==> src/rtl/rtc_bus_sequencer.sv <==
// rtc_bus_sequencer
//
// Splits one single-byte RTC register access into an address phase and a
// data phase on the multiplexed AD bus. Each phase enables the downstream
// strobe timing generator for one full generator cycle (PHASE_LEN clocks).
// GAP_LEN idle clocks between the phases let the generator counters return
// to zero. The block also owns the 8-bit pad driver and captures read data.
//
// Ports
//   clkW       in   1  system clock, rising edge
//   resetAD_n  in   1  asynchronous active-low reset
//   start      in   1  request strobe, only sampled while idle
//   rw         in   1  1 = read, 0 = write (sampled with start)
//   addr       in   8  RTC register address (sampled with start)
//   wdata      in   8  write data (sampled with start)
//   busy       out  1  transaction in progress
//   done       out  1  one-cycle completion pulse
//   rdata      out  8  last captured read data
//   en_tim     out  1  strobe generator enable
//   c_ad_tim   out  1  generator phase select: 1 = WR strobing, 0 = RD strobing
//   bus_out    out  8  data driven onto the AD bus
//   bus_oe     out  1  pad output enable
//   bus_in     in   8  AD bus pad input
//
// All outputs are registered. With start sampled at edge E0, done is high for
// the cycle following edge E0 + 2*PHASE_LEN + GAP_LEN + 1 - 1.

module rtc_bus_sequencer #(
  parameter int PHASE_LEN = 23,
  parameter int GAP_LEN   = 2,
  parameter int SAMPLE_AT = 15
) (
  input  logic       clkW,
  input  logic       resetAD_n,
  input  logic       start,
  input  logic       rw,
  input  logic [7:0] addr,
  input  logic [7:0] wdata,
  output logic       busy,
  output logic       done,
  output logic [7:0] rdata,
  output logic       en_tim,
  output logic       c_ad_tim,
  output logic [7:0] bus_out,
  output logic       bus_oe,
  input  logic [7:0] bus_in
);

  localparam int CNT_W = $clog2(PHASE_LEN);
  // +1 keeps the gap counter at least one bit wide when GAP_LEN is 1
  localparam int GAP_W = $clog2(GAP_LEN + 1);

  localparam logic [CNT_W-1:0] PHASE_LAST = CNT_W'(PHASE_LEN - 1);
  localparam logic [CNT_W-1:0] SAMPLE_CNT = CNT_W'(SAMPLE_AT);
  localparam logic [GAP_W-1:0] GAP_LAST   = GAP_W'(GAP_LEN - 1);

  typedef enum logic [2:0] {
    IDLE = 3'd0,
    ADDR = 3'd1,
    GAP  = 3'd2,
    DATA = 3'd3,
    DONE = 3'd4
  } state_t;

  state_t           state;
  logic [CNT_W-1:0] phase_cnt;
  logic [GAP_W-1:0] gap_cnt;

  // Latched copies of the request; the request inputs may change freely
  // once the transaction has been accepted.
  logic             rw_q;
  logic [7:0]       addr_q;
  logic [7:0]       wdata_q;

  always_ff @(posedge clkW or negedge resetAD_n) begin
    if (!resetAD_n) begin
      state     <= IDLE;
      phase_cnt <= '0;
      gap_cnt   <= '0;
      rw_q      <= 1'b0;
      addr_q    <= 8'h00;
      wdata_q   <= 8'h00;
      busy      <= 1'b0;
      done      <= 1'b0;
      rdata     <= 8'h00;
      en_tim    <= 1'b0;
      c_ad_tim  <= 1'b0;
      bus_out   <= 8'h00;
      bus_oe    <= 1'b0;
    end else begin
      // done is a single-cycle pulse; only the DATA->DONE transition raises it
      done <= 1'b0;

      case (state)
        IDLE: begin
          if (start) begin
            rw_q      <= rw;
            addr_q    <= addr;
            wdata_q   <= wdata;
            phase_cnt <= '0;
            gap_cnt   <= '0;
            state     <= ADDR;
            // Address phase outputs go live on the accepting edge so the
            // bus is valid for the generator's entire first cycle.
            busy      <= 1'b1;
            en_tim    <= 1'b1;
            c_ad_tim  <= 1'b1;
            bus_oe    <= 1'b1;
            bus_out   <= addr;
          end
        end

        ADDR: begin
          if (phase_cnt == PHASE_LAST) begin
            phase_cnt <= '0;
            gap_cnt   <= '0;
            state     <= GAP;
            en_tim    <= 1'b0;
            bus_oe    <= 1'b0;
            bus_out   <= 8'h00;
            // c_ad_tim deliberately held through the gap
          end else begin
            phase_cnt <= phase_cnt + CNT_W'(1);
          end
        end

        GAP: begin
          if (gap_cnt == GAP_LAST) begin
            gap_cnt   <= '0;
            phase_cnt <= '0;
            state     <= DATA;
            en_tim    <= 1'b1;
            if (rw_q) begin
              // Read: release the bus so the RTC can drive it
              c_ad_tim <= 1'b0;
              bus_oe   <= 1'b0;
              bus_out  <= 8'h00;
            end else begin
              c_ad_tim <= 1'b1;
              bus_oe   <= 1'b1;
              bus_out  <= wdata_q;
            end
          end else begin
            gap_cnt <= gap_cnt + GAP_W'(1);
          end
        end

        DATA: begin
          // Capture late in the RD-low window, after the RTC output settles
          if (rw_q && (phase_cnt == SAMPLE_CNT)) begin
            rdata <= bus_in;
          end
          if (phase_cnt == PHASE_LAST) begin
            phase_cnt <= '0;
            state     <= DONE;
            done      <= 1'b1;
            en_tim    <= 1'b0;
            c_ad_tim  <= 1'b0;
            bus_oe    <= 1'b0;
            bus_out   <= 8'h00;
          end else begin
            phase_cnt <= phase_cnt + CNT_W'(1);
          end
        end

        DONE: begin
          state <= IDLE;
          busy  <= 1'b0;
        end

        default: begin
          state    <= IDLE;
          busy     <= 1'b0;
          en_tim   <= 1'b0;
          c_ad_tim <= 1'b0;
          bus_oe   <= 1'b0;
          bus_out  <= 8'h00;
        end
      endcase
    end
  end

endmodule

==> config.mk <==
export PLATFORM = sky130hd
export DESIGN_NAME = rtc_bus_sequencer
export DESIGN_NICKNAME = d
export VERILOG_FILES = /design/src/rtl/rtc_bus_sequencer.sv
export SDC_FILE = /design/constraint.sdc
export NUM_CORES = 1
export LEC_CHECK = 0
export CORE_UTILIZATION = 37
export DETAILED_ROUTE_END_ITERATION = 10
export DONT_BUFFER_PORTS = 1
export GPL_ROUTABILITY_DRIVEN = 0
export SLEW_MARGIN = 20
export SYNTH_ARGS = -nofsm -noshare
export SYNTH_HDL_FRONTEND = slang
export SYNTH_SLANG_ARGS = --single-unit
==> constraint.sdc <==
create_clock -name clkW -period 2.1 [get_ports clkW]
set_clock_uncertainty 0.15 [all_clocks]
set_input_delay 0.315 -clock clkW [delete_from_list [all_inputs] [get_ports clkW]]
set_output_delay 0.315 -clock clkW [all_outputs]
set_load 0.02 [all_outputs]
==> results.sh <==
export IMPL_status="finished, final reports clean"
export IMPL_grt_usage_pct=16.6
export IMPL_switching_share_pct=20.4
export IMPL_layout_common_cells="dfrtp_1, nand2_1, o21ai_0, inv_1, o21ai_1"
export IMPL_clock_latency_ps=290
export IMPL_layout_cells_most_common="dfrtp_1"
export IMPL_cts_tree="built"
export IMPL_fin_crit_sh_pct=86.9
export IMPL_worstMarginPinSlew_ps=608
export IMPL_start_util_pct=39.4
export IMPL_slew_headroom_pct=59.5
export IMPL_period_needed_ps=1830
export IMPL_io_pins=49
export IMPL_antenna_cells=0
export IMPL_antenna_found_initial=0
export IMPL_crit_family="adder cells"
export IMPL_synth_mux_area_share_pct=4.75
export IMPL_h_tree_depth=2
export IMPL_fin_setup_tns_ps=0
export IMPL_pre_cts_ws_ps=282
export IMPL_power_frac_comb_pct=2.8
export IMPL_core_area_mm2=0.00482
export IMPL_cp_buffers_inverters=0
export IMPL_drc=0
export IMPL_synth_fa_ha_area_share_pct=1.98
export IMPL_cp_common_cell="ha_1"
export IMPL_cts_sinks=40
export IMPL_die_area_mm2=0.00542
export IMPL_critical_path_max_stage_delay_ps=420
export IMPL_hold_class="input pin to flip-flop"
export IMPL_cts_made_buffers=5
export IMPL_cts_root_buf="clkbuf_8"
export IMPL_ant_nets=0
export IMPL_wirelength_um=4040
export IMPL_final_layout_size_suffix_gt1_share_pct=15.8
export IMPL_die_w_um=73.6
export IMPL_cts_hold_buf=9
export IMPL_syn_area_per_cell_um2=11.0
export IMPL_worst_setup_path_start_kind="flip-flop"
export IMPL_die_y_um=73.6
export IMPL_dp_cells=234
export IMPL_power_mw=1.45
export IMPL_fmax_mhz=548
export IMPL_synth_xor_area_share_pct=0.923
export IMPL_dr_pass1_iters=4
export IMPL_rows=25
export IMPL_nFillCells=479
export IMPL_p_leak_nw=0.966
export IMPL_multi_input_area_um2=791
export IMPL_synth_nets=203
export IMPL_port_buffers=0
export IMPL_rsz0062_at_grt="no"
export IMPL_register_area_mm2=0.00100
export IMPL_synthArstFlopShare_pct=100
export IMPL_synthFlopType="dfrtp_1"
export IMPL_viasPerCell=5.32
export IMPL_clkPwrFrac_pct=42.4
export IMPL_grt_pass1_vias=1384
export IMPL_finalNetCount=214
export IMPL_synth_seq_cells=40
export IMPL_worst_ep_arrival_time_ps=1850
export IMPL_cap_violations=0
export IMPL_dr_first_iter_drc_count=60
export IMPL_synth_simple_area_share_pct=14.0
export IMPL_cts_setup_buffers=0
export IMPL_power_frac_seq_pct=54.8
export IMPL_finalWorstSetupSlack_ps=275
export IMPL_worstSetupPathType="flip-flop to flip-flop"
export IMPL_setup_viol_count_final=0
export IMPL_p_sw_mw=0.295
export IMPL_ys_seq_area_share_pct=52.7
export IMPL_intPower_mw=1.15
export IMPL_grt_pass1_wl_um=6730
export IMPL_syn_to_final_growth_pct=13.3
export IMPL_fin_cells=251
export IMPL_synth_cell_type_count=44
export IMPL_cts_resized=0
export IMPL_yosys_warnings=0
export IMPL_clk_pin_slew_ps=80
export IMPL_synth_compound_area_share_pct=20.0
export IMPL_grt_ovfl_total=0
export IMPL_path_max_fanout=8
export IMPL_maxSlewViolCount=0
export IMPL_via_count=1336
export IMPL_critical_path_required_ps=2120
export IMPL_power_density_mw_per_mm2=673
export IMPL_synth_edf_count=0
export IMPL_dpl_hpwl_um=2890
export IMPL_slowest_stage="dfrtp_1"
export IMPL_synth_top_family_by_area="compound AO/OA/AOI/OAI gates"
export IMPL_cp_cell_sequence="ha_1 -> and3_1 -> ha_1 -> nand4_4 -> mux2_2"
export IMPL_cts_buffer_depth=2
export IMPL_vdd_drop_max_uv=213
export IMPL_hold_violations=0
export IMPL_syn_cell_area_mm2=0.00190
export IMPL_endpoint_kind="flip-flop"
export IMPL_wl_per_cell_um=16.1
export IMPL_grt_max_degree=41
export IMPL_synth_cells=172
-- state kept, by name (all words and copies together) (netlist names) --
register	flops
bus_out	8
rdata	8
wdata_q	8
phase_cnt	5
state	3
gap_cnt	2
bus_oe	1
busy	1
c_ad_tim	1
done	1
en_tim	1
rw_q	1
-- synth_stat cells, drive strengths merged, types with 2 or more instances --
master / instances / area (µm²)
nand2: 19 / 71.3
mux2: 8 / 90.1
o211ai: 8 / 60.1
o31ai: 3 / 36.3
and3: 2 / 12.5
clkbuf: 2 / 7.51
nor3: 2 / 10.0
inv: 12 / 45.0
a211o: 2 / 17.5
a21oi: 2 / 10.0
buf: 6 / 53.8
o2bb2ai: 8 / 70.1
ha: 3 / 37.5
nor2: 8 / 40.0
nor2b: 3 / 33.8
xor2: 2 / 17.5
o21ai: 24 / 124
dfrtp: 40 / 1000
-- final timing paths --
kind | start | endpoint | slack [ps] | cells past startpoint
max | phase_cnt[0]$_DFFE_PN0P_ | rdata[0]$_DFFE_PN0P_ | 270 | 5
min | wdata[5] | wdata_q[5]$_DFFE_PN0P_ | 3 | 2
max reg2reg | phase_cnt[0]$_DFFE_PN0P_ | rdata[0]$_DFFE_PN0P_ | 270 | 5
min reg2reg | gap_cnt[1]$_DFFE_PN0P_ | gap_cnt[1]$_DFFE_PN0P_ | 380 | 1
max in group asynchronous | resetAD_n | rdata[3]$_DFFE_PN0P_ | 1260 | 2
min in group asynchronous | resetAD_n | wdata_q[5]$_DFFE_PN0P_ | 320 | 2
-- through the flow --
step / util, % / hold slack [ps] / area [µm²]
finish: 44.6 / 3.06 / 2150
detailed placement: 40.3 / -130 / 1940
global placement: 40.3 / -130 / 1940
global route: 44.6 / 5.42 / 2150
CTS: 44.6 / 1.13 / 2150
floorplan: - / -131 / 1900
-- cells by family (layout without fill, tap and decap cells) --
family | count (synthesis) | after routing
flip-flops | 40 | 40
XOR/XNOR | 2 | 2
adder cells (fa/ha/maj) | 3 | 3
buffers and inverters | 20 | 32
multiplexers | 8 | 8
AO/OA/AOI/OAI | 54 | 54
AND/OR/NAND/NOR | 45 | 45
-- layout make-up --
| cell class | instances | area share [%] |
|---|---|---|
| clock buffer | 6 | 3.37 |
| clock inverter | 2 | 1.63 |
| inverter | 12 | 2.09 |
| multi-input combinational | 112 | 36.8 |
| sequential | 40 | 46.5 |
| tap | 67 | 3.90 |
| timing repair buffer | 12 | 5.70 |
-- power by group through the flow --
stage	registers (mW)	logic [mW]	clock network [mW]
after floorplan	0.806	0.00901	0
after global placement	0.808	0.00915	0
after detailed placement	0.808	0.00995	0
after CTS	0.793	0.0427	0.639
after global routing	0.794	0.0460	0.661
final	0.793	0.0412	0.613
-- layer usage --
metal	global-route usage (%)	wire, µm	part of all wire [%]
met5	0	0	0
met2	27.2	1950	48
met1	20.1	1770	44
met4	6.41	59	1.5
met3	5.76	262	6.5
No activity file was read; power rests on OpenSTA's default activity.
